### src/rtl/adc_sampler_pkg.sv
// Shared types and default timing for the ADC0804-style sampler.
package adc_sampler_pkg;

    // Parallel data bus width of the converter.
    localparam int unsigned AdcWidth = 8;

    // Default timing, in system clock cycles (25 MHz).
    localparam int unsigned DefSampleDiv = 500;
    localparam int unsigned DefWrCycles  = 4;
    localparam int unsigned DefRdCycles  = 4;
    localparam int unsigned DefTimeout   = 2500;
    localparam int unsigned DefAvgLog2   = 2;

    // Conversion sequencer states.
    typedef enum logic [2:0] {
        StIdle,
        StStart,
        StConvert,
        StRead,
        StAccum
    } state_e;

    // Largest of three values; sizes the shared phase counter.
    function automatic int unsigned max3(input int unsigned a, input int unsigned b,
                                         input int unsigned c);
        int unsigned m;
        m = a;
        if (b > m) m = b;
        if (c > m) m = c;
        return m;
    endfunction

endpackage

### src/rtl/adc_sampler_sync2.sv
// Two-flop synchroniser for a single asynchronous level; resets to the idle-high value.
module adc_sampler_sync2 (
    input  logic clk_i,
    input  logic rst_ni,
    input  logic d_i,
    output logic q_o
);

    logic [1:0] sync_q;
    logic [1:0] sync_d;

    // Shift the raw input one stage per clock.
    always_comb begin
        sync_d = {sync_q[0], d_i};
    end

    // Reset high so an idle active-low line is not mistaken for an event.
    always_ff @(posedge clk_i or negedge rst_ni) begin
        if (!rst_ni) begin
            sync_q <= 2'b11;
        end else begin
            sync_q <= sync_d;
        end
    end

    assign q_o = sync_q[1];

endmodule

### src/rtl/adc_sampler.sv
// Periodic ADC0804-style conversion sequencer with boxcar averaging and sticky status flags.
module adc_sampler
    import adc_sampler_pkg::*;
#(
    parameter int unsigned SAMPLE_DIV = DefSampleDiv,
    parameter int unsigned WR_CYCLES  = DefWrCycles,
    parameter int unsigned RD_CYCLES  = DefRdCycles,
    parameter int unsigned TIMEOUT    = DefTimeout,
    parameter int unsigned AVG_LOG2   = DefAvgLog2
) (
    input  logic                clock,
    input  logic                ctrl_reset,
    input  logic [AdcWidth-1:0] adc_data,
    input  logic                adc_intr_n,
    output logic                adc_cs_n,
    output logic                adc_wr_n,
    output logic                adc_rd_n,
    output logic [AdcWidth-1:0] sample_out,
    output logic                sample_ready,
    input  logic                sample_ack,
    output logic                overrun,
    output logic                timeout_err
);

    localparam int unsigned TickW  = $clog2(SAMPLE_DIV);
    localparam int unsigned CntMax = max3(WR_CYCLES, RD_CYCLES, TIMEOUT);
    localparam int unsigned CntW   = $clog2(CntMax + 1);
    localparam int unsigned AccW   = AdcWidth + AVG_LOG2;
    localparam int unsigned SmpW   = (AVG_LOG2 > 0) ? AVG_LOG2 : 1;

    localparam logic [TickW-1:0] TickLast = TickW'(SAMPLE_DIV - 1);
    localparam logic [CntW-1:0]  WrLast   = CntW'(WR_CYCLES - 1);
    localparam logic [CntW-1:0]  RdLast   = CntW'(RD_CYCLES - 1);
    localparam logic [CntW-1:0]  ToLast   = CntW'(TIMEOUT - 1);
    localparam logic [SmpW-1:0]  SmpLast  = SmpW'((1 << AVG_LOG2) - 1);

    // Sample period divider.
    logic [TickW-1:0] tick_cnt_q, tick_cnt_d;
    logic             tick;

    // Sequencer state, shared phase counter (WR / CONVERT wait / RD).
    state_e          state_q, state_d;
    logic [CntW-1:0] cnt_q, cnt_d;

    // Averaging datapath.
    logic [AccW-1:0] acc_q, acc_d;
    logic [SmpW-1:0] smp_cnt_q, smp_cnt_d;
    logic [AdcWidth-1:0] sample_q, sample_d;

    // Registered strobes and status flags.
    logic cs_n_q, cs_n_d;
    logic wr_n_q, wr_n_d;
    logic rd_n_q, rd_n_d;
    logic ready_q, ready_d;
    logic overrun_q, overrun_d;
    logic timeout_q, timeout_d;

    logic intr_s;
    logic publish;
    logic timeout_evt;

    adc_sampler_sync2 u_intr_sync (
        .clk_i  (clock),
        .rst_ni (ctrl_reset),
        .d_i    (adc_intr_n),
        .q_o    (intr_s)
    );

    // Free-running tick; a tick seen outside IDLE is simply ignored by the sequencer.
    always_comb begin
        tick       = (tick_cnt_q == TickLast);
        tick_cnt_d = tick ? '0 : tick_cnt_q + TickW'(1);
    end

    // Sequencer next state, phase counting and accumulation.
    always_comb begin
        state_d     = state_q;
        cnt_d       = cnt_q;
        acc_d       = acc_q;
        smp_cnt_d   = smp_cnt_q;
        sample_d    = sample_q;
        publish     = 1'b0;
        timeout_evt = 1'b0;

        unique case (state_q)
            StIdle: begin
                if (tick) begin
                    state_d = StStart;
                    cnt_d   = '0;
                end
            end
            StStart: begin
                if (cnt_q == WrLast) begin
                    state_d = StConvert;
                    cnt_d   = '0;
                end else begin
                    cnt_d = cnt_q + CntW'(1);
                end
            end
            StConvert: begin
                // Conversion-done wins over a timeout landing in the same cycle.
                if (!intr_s) begin
                    state_d = StRead;
                    cnt_d   = '0;
                end else if (cnt_q == ToLast) begin
                    state_d     = StIdle;
                    cnt_d       = '0;
                    timeout_evt = 1'b1;
                end else begin
                    cnt_d = cnt_q + CntW'(1);
                end
            end
            StRead: begin
                // Data is only guaranteed valid late in the RD_n window.
                if (cnt_q == RdLast) begin
                    acc_d   = acc_q + AccW'(adc_data);
                    state_d = StAccum;
                    cnt_d   = '0;
                end else begin
                    cnt_d = cnt_q + CntW'(1);
                end
            end
            StAccum: begin
                state_d = StIdle;
                if (smp_cnt_q == SmpLast) begin
                    publish   = 1'b1;
                    sample_d  = acc_q[AccW-1:AVG_LOG2];
                    acc_d     = '0;
                    smp_cnt_d = '0;
                end else begin
                    smp_cnt_d = smp_cnt_q + SmpW'(1);
                end
            end
            default: begin
                state_d = StIdle;
                cnt_d   = '0;
            end
        endcase
    end

    // Strobes follow the next state so they change on the same edge as the state register.
    always_comb begin
        cs_n_d = !((state_d == StStart) || (state_d == StRead));
        wr_n_d = (state_d != StStart);
        rd_n_d = (state_d != StRead);
    end

    // Sticky flags: a set event beats a simultaneous ack, except that an ack
    // arriving with a fresh result consumes the old one without flagging overrun.
    always_comb begin
        ready_d   = ready_q;
        overrun_d = overrun_q;
        timeout_d = timeout_q;

        if (publish) begin
            ready_d = 1'b1;
            if (sample_ack) begin
                overrun_d = 1'b0;
            end else if (ready_q) begin
                overrun_d = 1'b1;
            end
        end else if (sample_ack) begin
            ready_d   = 1'b0;
            overrun_d = 1'b0;
        end

        if (timeout_evt) begin
            timeout_d = 1'b1;
        end else if (sample_ack) begin
            timeout_d = 1'b0;
        end
    end

    // All state; asynchronous reset drops the strobes and any partial average at once.
    always_ff @(posedge clock or negedge ctrl_reset) begin
        if (!ctrl_reset) begin
            tick_cnt_q <= '0;
            state_q    <= StIdle;
            cnt_q      <= '0;
            acc_q      <= '0;
            smp_cnt_q  <= '0;
            sample_q   <= '0;
            cs_n_q     <= 1'b1;
            wr_n_q     <= 1'b1;
            rd_n_q     <= 1'b1;
            ready_q    <= 1'b0;
            overrun_q  <= 1'b0;
            timeout_q  <= 1'b0;
        end else begin
            tick_cnt_q <= tick_cnt_d;
            state_q    <= state_d;
            cnt_q      <= cnt_d;
            acc_q      <= acc_d;
            smp_cnt_q  <= smp_cnt_d;
            sample_q   <= sample_d;
            cs_n_q     <= cs_n_d;
            wr_n_q     <= wr_n_d;
            rd_n_q     <= rd_n_d;
            ready_q    <= ready_d;
            overrun_q  <= overrun_d;
            timeout_q  <= timeout_d;
        end
    end

    assign adc_cs_n     = cs_n_q;
    assign adc_wr_n     = wr_n_q;
    assign adc_rd_n     = rd_n_q;
    assign sample_out   = sample_q;
    assign sample_ready = ready_q;
    assign overrun      = overrun_q;
    assign timeout_err  = timeout_q;

endmodule

### config.mk
export PLATFORM = sky130hd
export DESIGN_NAME = adc_sampler
export DESIGN_NICKNAME = d
export VERILOG_FILES = /design/src/rtl/adc_sampler_pkg.sv /design/src/rtl/adc_sampler_sync2.sv /design/src/rtl/adc_sampler.sv
export SDC_FILE = /design/constraint.sdc
export NUM_CORES = 1
export LEC_CHECK = 0
export ABC_AREA = 0
export ABC_CLOCK_PERIOD_IN_PS = 2700
export CAP_MARGIN = 20
export CORE_MARGIN = 2
export CORE_UTILIZATION = 57
export CTS_CLUSTER_DIAMETER = 150
export DETAILED_ROUTE_END_ITERATION = 16
export PLACE_DENSITY = 0.78
export SLEW_MARGIN = 40
export SYNTH_ARGS = -nofsm -noshare
export SYNTH_HDL_FRONTEND = slang
export SYNTH_HIERARCHICAL = 1
export SYNTH_SLANG_ARGS = --single-unit
### constraint.sdc
create_clock -name clock -period 2.7 [get_ports clock]
set_input_delay 0.54 -clock clock [delete_from_list [all_inputs] [get_ports clock]]
set_output_delay 0.54 -clock clock [all_outputs]
set_load 0.02 [all_outputs]
* Word level (Yosys, flattened, before mapping)
Index checks and enable logic that the tools add are counted.
** Storage, ports and cells
- Flip-flop bits (word level) :: 52
- Latch bits :: 0
- Bits in writable memories :: 0
- Bits in read-only memories :: 0
- Bits of input ports :: 12
- Word-level logic and storage cells :: 72
- Memories kept :: 0
** Cells by class
- Add/sub/neg operators :: 4
- Multipliers :: 0
- Divide/modulo/power cells :: 0
- $lt $le $gt $ge :: 0
- Equal/unequal tests :: 15
- Shift-type cells :: 0
- Multiplexer cells :: 27
- Bitwise gates (word level) :: 1
- Reduce and logical (&&, ||, !) cells :: 12
** Operator list (count)
- 12-bit 2-to-1 mux :: 4
- 12-bit case mux with 4 select lines :: 1
- 10-bit 2-to-1 mux :: 2
- 10-bit case mux with 2 select lines :: 1
- 3-bit 2-to-1 mux :: 5
- 12-bit by 1-bit adder with 12-bit output (second input constant) :: 1
- 12-bit == test (second input constant) :: 1
- 12-bit by 2-bit == test with 1-bit output (second input constant) :: 1
- 3-bit case mux with 4 select lines :: 1
- 1-bit 2-to-1 mux :: 11
- 10-bit by 8-bit adder with 10-bit output :: 1
- 9-bit by 1-bit adder with 9-bit output (second input constant) :: 1
- 3-bit by 2-bit == test with 1-bit output (second input constant) :: 3
- 9-bit == test (second input constant) :: 1
- 9-bit 2-to-1 mux :: 1
- 2-bit nonzero test :: 4
- 3-bit by 1-bit == test with 1-bit output (second input constant) :: 2
- 2-bit != test (second input constant) :: 3
- 2-bit AND reduction :: 3
- 3-bit == test (second input constant) :: 1
- 3-bit logical NOT :: 1
- 3-bit by 1-bit != test with 1-bit output (second input constant) :: 1
- 3-bit by 2-bit != test with 1-bit output (second input constant) :: 1
- 3-bit AND reduction :: 1
- 7 further kinds :: 7

* Longest topological paths before layout
- Word-level depth :: 7
- Mapped depth :: 8
- Mapped depth without buffers :: 7

* By module
The synthesis kept the hierarchy.
** Modules (own cells, without submodules)
- adc_sampler :: instances 1, cells an instance 262, area each 2685.1 um^2, seq. area each 1255.0 um^2
- adc_sampler_sync2 :: instances 1, cells an instance 2, area each 52.6 um^2, seq. area each 52.6 um^2

* Worst setup path before layout
OpenSTA, ideal clock, no wires.
- Path type :: input to register
- Start :: input port adc_data[0]
- End :: register acc_q[6]
- Library setup time :: 135 ps
- Data arrival time :: 1914 ps
- Path slack :: 652 ps
- Stages on the path :: 7
- Buffers on the path :: 0
- Path through :: ha_1 > fa_1 > a211oi_1 > o21bai_1 > a21oi_1 > xor2_1 > o21ai_0
** Between the ends
- Longest elaborated chain between the ends :: 3
** RTL lines
- start, declared :: RTL line adc_sampler.sv:13 : input logic [AdcWidth-1:0] adc_data,
- 10-bit by 8-bit adder with 10-bit output :: RTL line adc_sampler.sv:116 : acc_d = acc_q + AccW'(adc_data);
- 10-bit 2-to-1 mux :: RTL line adc_sampler.sv:115 : if (cnt_q == RdLast) begin
- 10-bit case mux with 2 select lines :: RTL line adc_sampler.sv:85 : unique case (state_q)
- end signal, assigned :: RTL line adc_sampler.sv:180 : acc_q <= '0;
- end signal, assigned :: RTL line adc_sampler.sv:193 : acc_q <= acc_d;
- end, declared :: RTL line adc_sampler.sv:46 : logic [AccW-1:0] acc_q, acc_d;
No other way between the ends. The select of a mux whose other input is x is not followed.
A chain may end at the register's enable or synchronous reset.

* Worst setup path after layout
- Start :: input port adc_data[0]
- End :: register acc_q[8]
The elaborated chain is that of the path after synthesis.

==> summary.txt <==
Clock tree
  • CTS tree: built
  • Clock-pin slew of the registers on the worst-case setup and hold paths: 0.09 ns
  • CTS resizes: 0
  • Worst-Skew Late Latency: 0.30 ns
  • Clk buf depth: 2
  • Root Buffer: clkbuf_8
  • CTS sink count: 52
  • Post-CTS setup repair buffer count: 0
  • CTS H-tree lvls: 2
  • Cts hold-fix bufs: 0
  • Number of buffers created by CTS: 5

Setup path
  • CP arrival: 2.51 ns
  • CP Launch Type: input pin
  • Req. time, crit path: 2.93 ns
  • Worst flop-to-flop path startpoint: cnt_q[0]
  • CP Launch Point: adc_data[0]
  • CP Max Fanout: 3
  • WS Path Type: input pin to register
  • Setup crit end kind: register

STA
  • Final max-slew violation count: 0
  • Worst-Margin Slew: 0.761 ns
  • Tcrit/Tclk final: 84.3%
  • Hold Fails Final Rpt: 0
  • Slew headroom: 49.0%
  • Final period demand of the worst path: 2.28 ns
  • Setup TNS: 0 ns
  • Max Fclk: 0.439 GHz
  • Unrepaired setup endpoints after global routing: false
  • # setup viols final: 0
  • Final clock skew: 0.00491 ns

Detailed routing
  • Number of antenna-violating nets in the routed design: 0
  • DRC errors left: 0
  • Pre-antenna DRT Iters: 4
  • Initial DRC count: 73
  • Via/cell ratio: 5.78
  • Wirelength, routed: 4940 um
  • Via count: 1999
  • DR WL/cell: 14.3 um

Flow run
  • Max-Cap Viols: 0

Die
  • Total die area: 0.00537 mm^2
  • DIE HEIGHT: 73.3 um
  • Core Area: 0.00469 mm^2
  • I/O Pins: 26
  • Starting Density: 58.3%
  • Die X: 73.3 um
  • Std cell rows: 25

Finish
  • Most frequent cells in the layout: 47 x dfrtp_1, 26 x o21ai_0, 24 x nand2_1, 24 x clkdlybuf4s50_1, 16 x nand3_1
  • Ant. Diodes: 0
  • Area of the multi-input gates: 0.00135 mm^2
  • Layout cells sized above 1: 12.7%
  • Non-Filler Instances: 346
  • Post-layout net count: 315
  • Commonest non-fill, non-tap cell in the layout: dfrtp_1
  • Fill cells: 371
  • Area grow syn2layout: 13.6%
  • Reg area: 0.00131 mm^2

Synthesis
  • Asr flop ratio synth: 100%
  • Yosys top cell area share: 43.0%
  • Synthesized area: 0.00274 mm^2
  • Mapped Cells: 264
  • Top FF cell, synth: dfrtp_1
  • EDFF count, synth: 0
  • Register area share after synthesis: 47.8%
  • Synth top area cells: dfrtp_1 43%, ha_1 5.0%, dfstp_2 4.8%
  • Yosys warning total: 6
  • Yosys top cell by area: dfrtp_1
  • Register bit total from synthesis: 52
  • Distinct cells, synth: 57
  • Post-Synthesis Mean Instance Area: 10.4 um^2
  • Net Count, Synth: 288

Global routing
  • Vias in the first global route: 1901
  • Largest net degree at the start of global routing: 21
  • Initial antenna violation count: 0
  • Global route overflow: 0
  • GR Util All Layers: 20.0%
  • First-pass GRT wire length: 8530 um

Run status
  • Status: complete, no violations

Placement
  • Routability cong.: 0.813
  • Placed Cells: 338
  • Hpwl dp: 3640 um
  • PortBufs: 25

Power and ir drop
  • Pwr Density: 420 mW/mm^2
  • Maximum VDD drop: 0.241 mV
  • Final total power: 1.31 mW
  • Leakage: 1.34 nW

Min path
  • Hold Path Class: input pin to async pin
final cells by class:
cell class	count	area share [%]
inverter	6	0.724
timing repair buffer	29	8.85
clock buffer	8	2.90
tap	54	2.17
multi-input combinational	197	43.3
sequential	52	42.0
routing by layer:
layer	global-route usage, %	routed length (um)
met1	27.6	2410
met2	32.1	2330
met4	5.86	78
met3	4.12	122
met5	0	0
path summary, 6_finish.rpt:
path	end	slack [ns]	cells after the start
setup / recovery	acc_q[8]	0.42	8
hold / removal	sample_ready	0.15	1
setup reg to reg	cnt_q[11]	0.45	6
hold reg to reg	u_intr_sync/sync_q[1]	0.36	0
max in group asynchronous	adc_wr_n	1.92	2
min in group clock	u_intr_sync/sync_q[1]	0.36	0
stage by stage:
step | hold WS, ns | utilization (%) | area (um^2) | setup slack, ns
floorplan | 0.244 | - | 2740 | 0.652
global placement | 0.346 | 64.4 | 3020 | 0.123
finish | 0.147 | 66.3 | 3110 | 0.425
global route | 0.169 | 66.3 | 3110 | 0.251
CTS | 0.157 | 66.3 | 3110 | 0.421
detailed placement | 0.347 | 64.4 | 3020 | 0.114
sequential cells by signal (all words and copies together) (netlist names), 2 cells and up:
signal	cells
acc_q	10
tick_cnt_q	9
smp_cnt_q	2
state_q	3
cnt_q	12
u_intr_sync/sync_q	2
sample_out	8
Yosys cell counts, types with 2 or more instances:
master    number
or3_1          2
a211oi_1       3
a21oi_1       10
nor2b_1        4
dfrtp_1       47
clkbuf_1       5
o21bai_1       2
nand4_1        4
a31oi_1        4
nand3_1       16
nor2_1        14
nor3_1         5
ha_1          11
o21a_1         4
o21ai_0       26
o211ai_1       2
mux2_2        10
nor4_1         2
nand2_1       24
nand2b_1       2
o31ai_1        2
xnor2_1        4
buf_2          2
o21ai_1        2
a21o_1         7
xor2_1         7
nor3b_1        2
dfstp_2        5
and3_1         3
inv_1          6
cells by family after synthesis:
family,share of synthesized area (%)
simple gates,19.2
flops,47.8
compound gates,16.7
mux,4.11
xor+xnor,3.52
buf+inv,3.02
fa+ha+maj,5.76
worst max-delay path, stage by stage:
cell	delay, ns
clkdlybuf4s50_1	0.40
ha_1	0.23
fa_1	0.43
a211oi_1	0.33
o21ai_0	0.15
a31oi_1	0.20
o21ai_0	0.10
a21boi_1	0.12
report_power, final:
group	total [mW]	switching, mW	internal (mW)
clock	0.446	0.236	0.209
sequential	0.783	0.00150	0.781
combinational	0.0783	0.0426	0.0357
Note: power is estimated with default switching activity, not from simulation.
